`src/rtl/kmachine_scan_pkg.sv`:
```
// Shared types and constants for the dual 4-to-1 mux scan collector.
package kmachine_scan_pkg;

  typedef enum logic {
    ST_IDLE = 1'b0,
    ST_SCAN = 1'b1
  } state_e;

  localparam int unsigned POS_W      = 2;
  localparam int unsigned WORD_W     = 4;
  localparam int unsigned HOLD_W     = 4;
  localparam int unsigned MAX_SETTLE = 15;

endpackage

```
`src/rtl/mux_scan_collector.sv`:
```
// Steps a dual 4-to-1 mux through its four positions, samples both outputs
// after SETTLE extra hold cycles each, and presents two assembled 4-bit words.
module mux_scan_collector
  import kmachine_scan_pkg::*;
#(
  parameter int unsigned SETTLE = 0
) (
  input  logic       CLK,
  input  logic       RST,
  input  logic       START,
  input  logic       CONT,
  input  logic       MASK_A,
  input  logic       MASK_B,
  input  logic       Ya,
  input  logic       Yb,
  output logic       S0,
  output logic       S1,
  output logic       Ea_N,
  output logic       Eb_N,
  output logic [3:0] Qa,
  output logic [3:0] Qb,
  output logic       BUSY,
  output logic       DONE
);

  if (SETTLE > MAX_SETTLE) begin : g_bad_settle
    $error("mux_scan_collector: SETTLE above MAX_SETTLE");
  end

  localparam logic [HOLD_W-1:0] SETTLE_H = HOLD_W'(SETTLE);

  state_e              state_q;
  logic [POS_W-1:0]    k_q;
  logic [HOLD_W-1:0]   hold_q;
  logic                ea_n_q, eb_n_q;
  logic [WORD_W-1:0]   wa_q, wb_q;
  logic [WORD_W-1:0]   qa_q, qb_q;
  logic                done_q;

  logic                ya_c, yb_c;
  logic [WORD_W-1:0]   wa_c, wb_c;
  logic                last_hold_c;

  // A disabled channel always reads 0, independent of what the pin shows.
  always_comb begin
    ya_c        = Ya & ~ea_n_q;
    yb_c        = Yb & ~eb_n_q;
    wa_c        = wa_q | (WORD_W'(ya_c) << k_q);
    wb_c        = wb_q | (WORD_W'(yb_c) << k_q);
    last_hold_c = (hold_q == SETTLE_H);
  end

  always_ff @(posedge CLK or posedge RST) begin
    if (RST) begin
      state_q <= ST_IDLE;
      k_q     <= '0;
      hold_q  <= '0;
      ea_n_q  <= 1'b1;
      eb_n_q  <= 1'b1;
      wa_q    <= '0;
      wb_q    <= '0;
      qa_q    <= '0;
      qb_q    <= '0;
      done_q  <= 1'b0;
    end else begin
      done_q <= 1'b0;
      case (state_q)
        ST_IDLE: begin
          if (START) begin
            state_q <= ST_SCAN;
            k_q     <= '0;
            hold_q  <= '0;
            ea_n_q  <= MASK_A;
            eb_n_q  <= MASK_B;
            wa_q    <= '0;
            wb_q    <= '0;
          end
        end
        ST_SCAN: begin
          if (!last_hold_c) begin
            hold_q <= hold_q + HOLD_W'(1);
          end else if (&k_q) begin
            // Completion edge: publish words, then restart or return to idle.
            hold_q <= '0;
            k_q    <= '0;
            qa_q   <= wa_c;
            qb_q   <= wb_c;
            wa_q   <= '0;
            wb_q   <= '0;
            done_q <= 1'b1;
            if (!CONT) begin
              state_q <= ST_IDLE;
              ea_n_q  <= 1'b1;
              eb_n_q  <= 1'b1;
            end
          end else begin
            hold_q <= '0;
            k_q    <= k_q + POS_W'(1);
            wa_q   <= wa_c;
            wb_q   <= wb_c;
          end
        end
        default: state_q <= ST_IDLE;
      endcase
    end
  end

  assign S0   = k_q[1];
  assign S1   = k_q[0];
  assign Ea_N = ea_n_q;
  assign Eb_N = eb_n_q;
  assign Qa   = qa_q;
  assign Qb   = qb_q;
  assign BUSY = (state_q == ST_SCAN);
  assign DONE = done_q;

endmodule

```
`config.mk`:
```
export PLATFORM = sky130hd
export DESIGN_NAME = mux_scan_collector
export DESIGN_NICKNAME = d
export VERILOG_FILES = /design/src/rtl/kmachine_scan_pkg.sv /design/src/rtl/mux_scan_collector.sv
export SDC_FILE = /design/constraint.sdc
export NUM_CORES = 1
export LEC_CHECK = 0
export ABC_AREA = 0
export CAP_MARGIN = 20
export CORE_MARGIN = 1.5
export CORE_UTILIZATION = 35
export CTS_CLUSTER_SIZE = 8
export DETAILED_ROUTE_END_ITERATION = 7
export GPL_TIMING_DRIVEN = 0
export SLEW_MARGIN = 25
export SYNTH_ARGS = -nofsm -noshare
export SYNTH_HDL_FRONTEND = slang
export SYNTH_SLANG_ARGS = --single-unit
```
`constraint.sdc`:
```
create_clock -name CLK -period 1.4 [get_ports CLK]
set_input_delay 0.14 -clock CLK [delete_from_list [all_inputs] [get_ports CLK]]
set_output_delay 0.14 -clock CLK [all_outputs]
set_load 0.01 [all_outputs]
```
==> results of run 1 <==
[cells by family (layout without fill, tap and decap cells)]
group	count (synthesis)	in the layout
adders and majority gates	3	3
AOI/OAI and AO/OA	21	21
DFF	26	26
and+or+nand+nor	38	39
muxes	9	9
buffers and inverters	10	43
[cell usage in the layout, fill, tap and decap left out, types with 2 or more instances in the layout]
cell type	netlist	routed
ha_1	3	2
buf_4	1	11
mux2_4	0	6
clkbuf_4	0	3
dlygate4sd2_1	0	5
o31ai_2	0	2
mux2i_1	3	3
inv_1	6	3
a41oi_1	2	2
inv_2	0	3
dfrtp_1	24	20
clkdlybuf4s50_1	0	8
o21ai_2	1	2
dfstp_2	2	2
nand2_1	9	9
nor2_1	12	10
nor2_2	0	2
a21oi_1	2	2
dlymetal6s2s_1	0	8
o21ai_0	5	2
dfrtp_2	0	4
nor2b_1	5	5
nand3_1	3	3
nand2b_1	2	2
a31oi_1	5	5
[worst min path at each step]
stage,slack (ns),endpoint,cells past startpoint
after floorplan,0.18,BUSY,1
after global placement,0.48,wa_q[2],2
after detailed placement,0.49,wb_q[3],2
after CTS,0.37,hold_q[2],2
after global routing,0.20,hold_q[3],2
final,0.16,Qb[0],2
[state kept, by name, indices dropped and copies added (netlist names)]
register / cells
BUSY: 1
DONE: 1
Ea_N: 1
Eb_N: 1
Qa: 4
Qb: 4
hold_q: 4
k_q: 2
wa_q: 4
wb_q: 4
[stage by stage]
stage / area (um^2) / total power, W
after floorplan: 1220 / 0.002120
after global placement: 1488 / 0.002595
after detailed placement: 1488 / 0.002639
after CTS: 1613 / 0.003237
after global routing: 1672 / 0.003557
final: 1672 / 0.003298
[worst max-delay path, stage by stage, from the launching register on]
cell and delay, ns:
dfrtp_1 0.41, inv_2 0.08, ha_4 0.15, nand4bb_4 0.14
nor2_4 0.28, mux2_4 0.33
[metal layers]
| layer | wire, um | share of wire (%) |
|---|---|---|
| met4 | 36 | 1.4 |
| met1 | 1084 | 42 |
| met3 | 115 | 4.5 |
| met2 | 1316 | 52 |
| met5 | 0 | 0 |
[layout make-up]
class	count	area share (%)
buffer	2	1.123
clock buffer	4	2.171
inverter	6	1.347
multi-input combinational	72	34.66
sequential	26	39.37
tap	46	3.443
timing repair buffer	31	17.89
[what timing repair did]
item / in CTS / in global routing
endpoints found under the setup margin: 25 / 29
cloned: 0 / 1
pin swaps: 6 / 14
gates resized for setup: 18 / 14
setup buffers: 8 / 2
[where the power goes]
group,switching [W],internal (W)
sequential,0.000246,0.00109
clock,0.000222,0.000159
combinational,0.000712,0.000872
==> summary.txt, run 1 <==
Cells and area
  • Share of layout cells above drive strength 1: 31.91%
  • Multi-input logic area: 579.3 um^2
  • Filler instances: 324
  • N_diodes: 0
  • Seq. cell area: 658.1 um^2
  • Non-filler cells, final: 187
  • Layout net count: 153
  • Area Overhead vs Synth: 39.90%
  • Final design utilization: 50.49%

Drt
  • Wirelength per Cell: 13.65 um
  • Detail Route Antenna Nets: 0
  • Initial DRC Count: 32
  • Post-route DRC: 0
  • 1st-pass router iterations: 4
  • DR vias/cell: 5.016
  • Total Routed Length: 2553 um
  • Via count: 938

Yosys
  • Top cell type's share of synthesized area: 50.26%
  • Synth Instances: 107
  • Post-Synth Adder-Cell Area: 3.141%
  • Synth cell types: 31
  • Main area contributors after synthesis: dfrtp_1, mux2_2, dfstp_2
  • Post-synthesis cell area: 1195 um^2
  • Post-synthesis xor/xnor area fraction: 0%
  • Top FF cell, synth: dfrtp_1
  • Most frequent cell after synthesis: dfrtp_1
  • Sequential area share after synthesis: 54.66%
  • Synth Area in Simple Gates: 18.43%
  • Area leader, netlist: dfrtp_1
  • Async SR Flop Fraction: 100.0%
  • EDFF count, synth: 0
  • Synth Net Count: 118
  • Compound-Gate Fraction of Synth Area: 11.41%
  • Synth Register Bits: 26
  • Mux cell area share after synthesis: 8.168%
  • Synth top cells by count: dfrtp_1, nor2_1, nand2_1, inv_1, mux2_2
  • Synth Warn #: 0
  • Combinational family with the most area after synthesis: simple AND/OR/NAND/NOR gates
  • Avg Cell Area, Syn: 11.17 um^2

Clock tree
  • CTS tree: built
  • Clock insertion delay at the later pin of the skew report: 0.32 ns
  • Reg clk slew, reported paths: 0.14 ns
  • Clk sinks: 26
  • H-tree levels: 1
  • Root buffer cell: clkbuf_4
  • Clk buf depth: 2
  • TritonCTS buffer count: 3
  • Post-CTS Hold Buffers: 0

Min path
  • HP Class: in2async

Place
  • DP HPWL: 1647 um
  • Port Buffers: 21
  • Post-Place Setup Slack: -0.1955 ns
  • Placed insts: 174
  • GP Congestion: 0.7278

STA
  • Worst Clk Skew: 0.002600 ns
  • RSZ-0062 raised after global routing: yes
  • Fin. max-slew vios: 0
  • Rel. slew slack: 63.32%
  • Worst-margin pin slew: 0.5494 ns
  • Final Critical Period: 1.487 ns
  • Setup TNS: -0.7078 ns
  • Final hold vios: 0
  • Fmax: 0.6723 GHz
  • Final WS setup: -0.08740 ns
  • Crit share post-route: 106.2%
  • Setup violators final: 11
  • Worst hold margin: 0.1632 ns

Global routing
  • Met3 GRT Util: 2.521%
  • GRT Max-Usage Layer: met2
  • Met2 usage: 25.53%
  • First-pass GRT wire length: 4036 um
  • Antenna violations before repair: 0
  • Vias in the first global route: 921
  • GR Util met1: 17.98%
  • Largest net degree at the start of global routing: 27
  • GRT overflow: 0
  • Gr usage total: 14.54%

Floorplan
  • Die area: 3774 um^2
  • CORE AREA: 3311 um^2
  • Die Y: 61.43 um
  • Num ports: 22
  • Horiz. Die Dim: 61.43 um
  • Row cnt: 21
  • Initial Util: 36.09%

Setup path
  • Startpoint Class: flip-flop
  • Reg2Reg Launch Point: hold_q[1]
  • CP required: 1.63 ns
  • CP startpoint: hold_q[1]
  • Crit path kind: reg2reg
  • Worst setup EP type: flip-flop
  • Crit path capture: Qb[0]
  • Worst-case reg-to-reg path depth: 5
  • R2R Setup Slk: -0.09 ns
  • Crit path DAT: 1.71 ns
  • RR Endpoint: Qb[0]
  • Critical path fanouts, max: 6

Outcome
  • Violated checks: negative setup slack
  • Status: finished, violations left

Power
  • Power Dens Cells: 1973 nW/um^2
  • Cell leakage power: 0.8462 nW
  • Worst VDD drop: 0.0007834 V

Run
  • Maxcap violations: 0
Power figures use the tool's default switching activity.
==> run 2, diff against run 1 <==
--- a/config.mk
+++ b/config.mk
@@ -7,10 +7,12 @@
 export LEC_CHECK = 0
 export ABC_AREA = 0
 export CAP_MARGIN = 20
+export CORE_ASPECT_RATIO = 1.1
 export CORE_MARGIN = 1.5
 export CORE_UTILIZATION = 35
 export CTS_CLUSTER_SIZE = 8
 export DETAILED_ROUTE_END_ITERATION = 7
+export GPL_ROUTABILITY_DRIVEN = 0
 export GPL_TIMING_DRIVEN = 0
 export SLEW_MARGIN = 25
 export SYNTH_ARGS = -nofsm -noshare
==> summary.txt, run 2 (synthesized netlist as in run 1, its figures left out) <==
Cells and area
  • Layout net count: 154
  • Filler instances: 302
  • Share of layout cells above drive strength 1: 31.69%
  • Multi-input logic area: 601.8 um^2
  • Most common cell after layout, fill and taps aside: dfrtp_1
  • N_diodes: 0
  • Non-filler cells, final: 178
  • Area Overhead vs Synth: 43.35%
  • Commonest cells after routing, fill and taps aside: dfrtp_1, nor2_1, buf_4
  • Seq. cell area: 655.6 um^2

STA
  • Worst-margin pin slew: 0.5589 ns
  • Worst hold margin: 0.1616 ns
  • Final Critical Period: 1.497 ns
  • Worst Clk Skew: 0.02069 ns
  • Rel. slew slack: 62.69%
  • RSZ-0062 raised after global routing: yes
  • Final hold vios: 0
  • Crit share post-route: 106.9%
  • Final WS setup: -0.09672 ns
  • Fin. max-slew vios: 0
  • Setup violators final: 11
  • Fmax: 0.6681 GHz

Floorplan
  • Initial Util: 36.17%
  • Num ports: 22
  • Horiz. Die Dim: 58.71 um
  • Row cnt: 22
  • Die area: 3774 um^2
  • CORE AREA: 3303 um^2
  • Die Y: 64.28 um

Clock tree
  • Reg clk slew, reported paths: 0.16 ns
  • Root buffer cell: clkbuf_4
  • H-tree levels: 1
  • Post-CTS Hold Buffers: 0
  • Clock insertion delay at the later pin of the skew report: 0.33 ns
  • CTS tree: built
  • Clk sinks: 26
  • TritonCTS buffer count: 3
  • Clk buf depth: 2

Drt
  • Wirelength per Cell: 14.63 um
  • Via count: 950
  • 1st-pass router iterations: 4
  • Detail Route Antenna Nets: 0
  • DR vias/cell: 5.337
  • Total Routed Length: 2605 um
  • Initial DRC Count: 28
  • Post-route DRC: 0

Place
  • Placed insts: 164
  • DP HPWL: 1543 um
  • Port Buffers: 21
  • Post-Place Setup Slack: -0.1811 ns

Min path
  • HP Class: in2async

Global routing
  • GRT overflow: 0
  • Antenna violations before repair: 0
  • Vias in the first global route: 869
  • Gr usage total: 13.42%
  • First-pass GRT wire length: 3953 um
  • Largest net degree at the start of global routing: 27

Setup path
  • CP required: 1.62 ns
  • R2R Setup Slk: -0.1 ns
  • Critical path fanouts, max: 6
  • Startpoint Class: flip-flop
  • Critical path's slowest cell: dfrtp_1
  • Worst setup EP type: flip-flop
  • Cell Chain, Critical Path: inv_2 -> ha_4 -> nand4bb_4 -> buf_6 -> or3_4 -> o21a_1
  • Crit path kind: reg2reg
  • Crit path DAT: 1.72 ns
  • CP max stage delay: 0.43 ns

Power
  • Cell leakage power: 0.8767 nW
  • Power Dens Cells: 2082 nW/um^2
  • Worst VDD drop: 0.0008955 V
  • Tot Pwr: 0.003567 W

Outcome
  • Status: finished, violations left
  • Violated checks: negative setup slack

Run
  • Maxcap violations: 0
==> run 2: cell count changes in the layout (fill, tap and decap cells not counted), sizes merged <==
| cell | delta |
|---|---|
| and4bb | -1 |
| buf | +2 |
| clkbuf | -1 |
| dlymetal6s2s | -1 |
| clkdlybuf4s50 | -1 |
| dlygate4sd2 | +2 |
| bufinv | +1 |
==> run 2: final cells by class <==
cell class | instances | share of cell area, %
flip-flops and latches | 26 | 38.28
clock inverters | 1 | 1.753
multi-input cells | 71 | 35.14
plain buffers | 2 | 1.096
clock buffers | 3 | 1.315
well taps | 36 | 2.630
inverters | 6 | 1.315
repair buffers | 33 | 18.48
==> run 2: through the flow <==
step	util, %	setup TNS [ns]	cell area, um^2
3_5_place_dp	44.66	-2.416	1475
3_3_place_gp	44.66	-2.139	1475
2_1_floorplan	-	-0.3452	1220
5_1_grt	51.86	-1.474	1713
6_report	51.86	-0.5210	1713
4_1_cts	49.02	-0.4479	1619
==> run 2: what timing repair did <==
item | CTS | global route
pin swaps | 2 | 9
resized for setup | 20 | 16
endpoints found under the setup margin | 25 | 27
setup buffers | 7 | 5
gates cloned | 0 | 0
==> run 2: final timing paths <==
| kind | start | end | depth (start not counted) |
|---|---|---|---|
| worst max-delay path | hold_q[0] | BUSY | 6 |
| worst min-delay path | RST | wb_q[3] | 2 |
| worst max register to register | hold_q[0] | BUSY | 6 |
| worst min register to register | Qa[0] | Qa[0] | 1 |
| max in group asynchronous | RST | k_q[0] | 2 |
| min in group CLK | MASK_B | Eb_N | 3 |
==> run 2: per-layer routing <==
layer | part of all wire [%] | track usage [%] | vias to the layer above
li1 | - | - | 442
met1 | 45 | 18.61 | 469
met2 | 50 | 21.63 | 35
met3 | 4.3 | 2.024 | 4
met4 | 0.54 | 3.693 | 0
met5 | 0 | 0 | -
==> run 2: critical path: cells and delay by family, from the launching register on <==
kind / cells / cell delay (ns)
buffers and inverters: 2 / 0.24
flip-flops: 1 / 0.43
AO/OA/AOI/OAI: 1 / 0.11
AND/OR/NAND/NOR: 2 / 0.48
adder cells (fa/ha/maj): 1 / 0.14
==> run 2: where the power goes <==
part	switching, W	internal, W
logic	0.000785	0.000903
registers	0.000272	0.00108
clock network	0.000234	0.000290
total	0.00129	0.00228
==> run 3, diff against run 2 <==
--- a/config.mk
+++ b/config.mk
@@ -10,7 +10,7 @@
 export CORE_ASPECT_RATIO = 1.1
 export CORE_MARGIN = 1.5
 export CORE_UTILIZATION = 35
-export CTS_CLUSTER_SIZE = 8
+export CTS_CLUSTER_SIZE = 12
 export DETAILED_ROUTE_END_ITERATION = 7
 export GPL_ROUTABILITY_DRIVEN = 0
 export GPL_TIMING_DRIVEN = 0
==> results of run 3 <==
The final DEF is identical to that of run 2; final timing and power are the same.
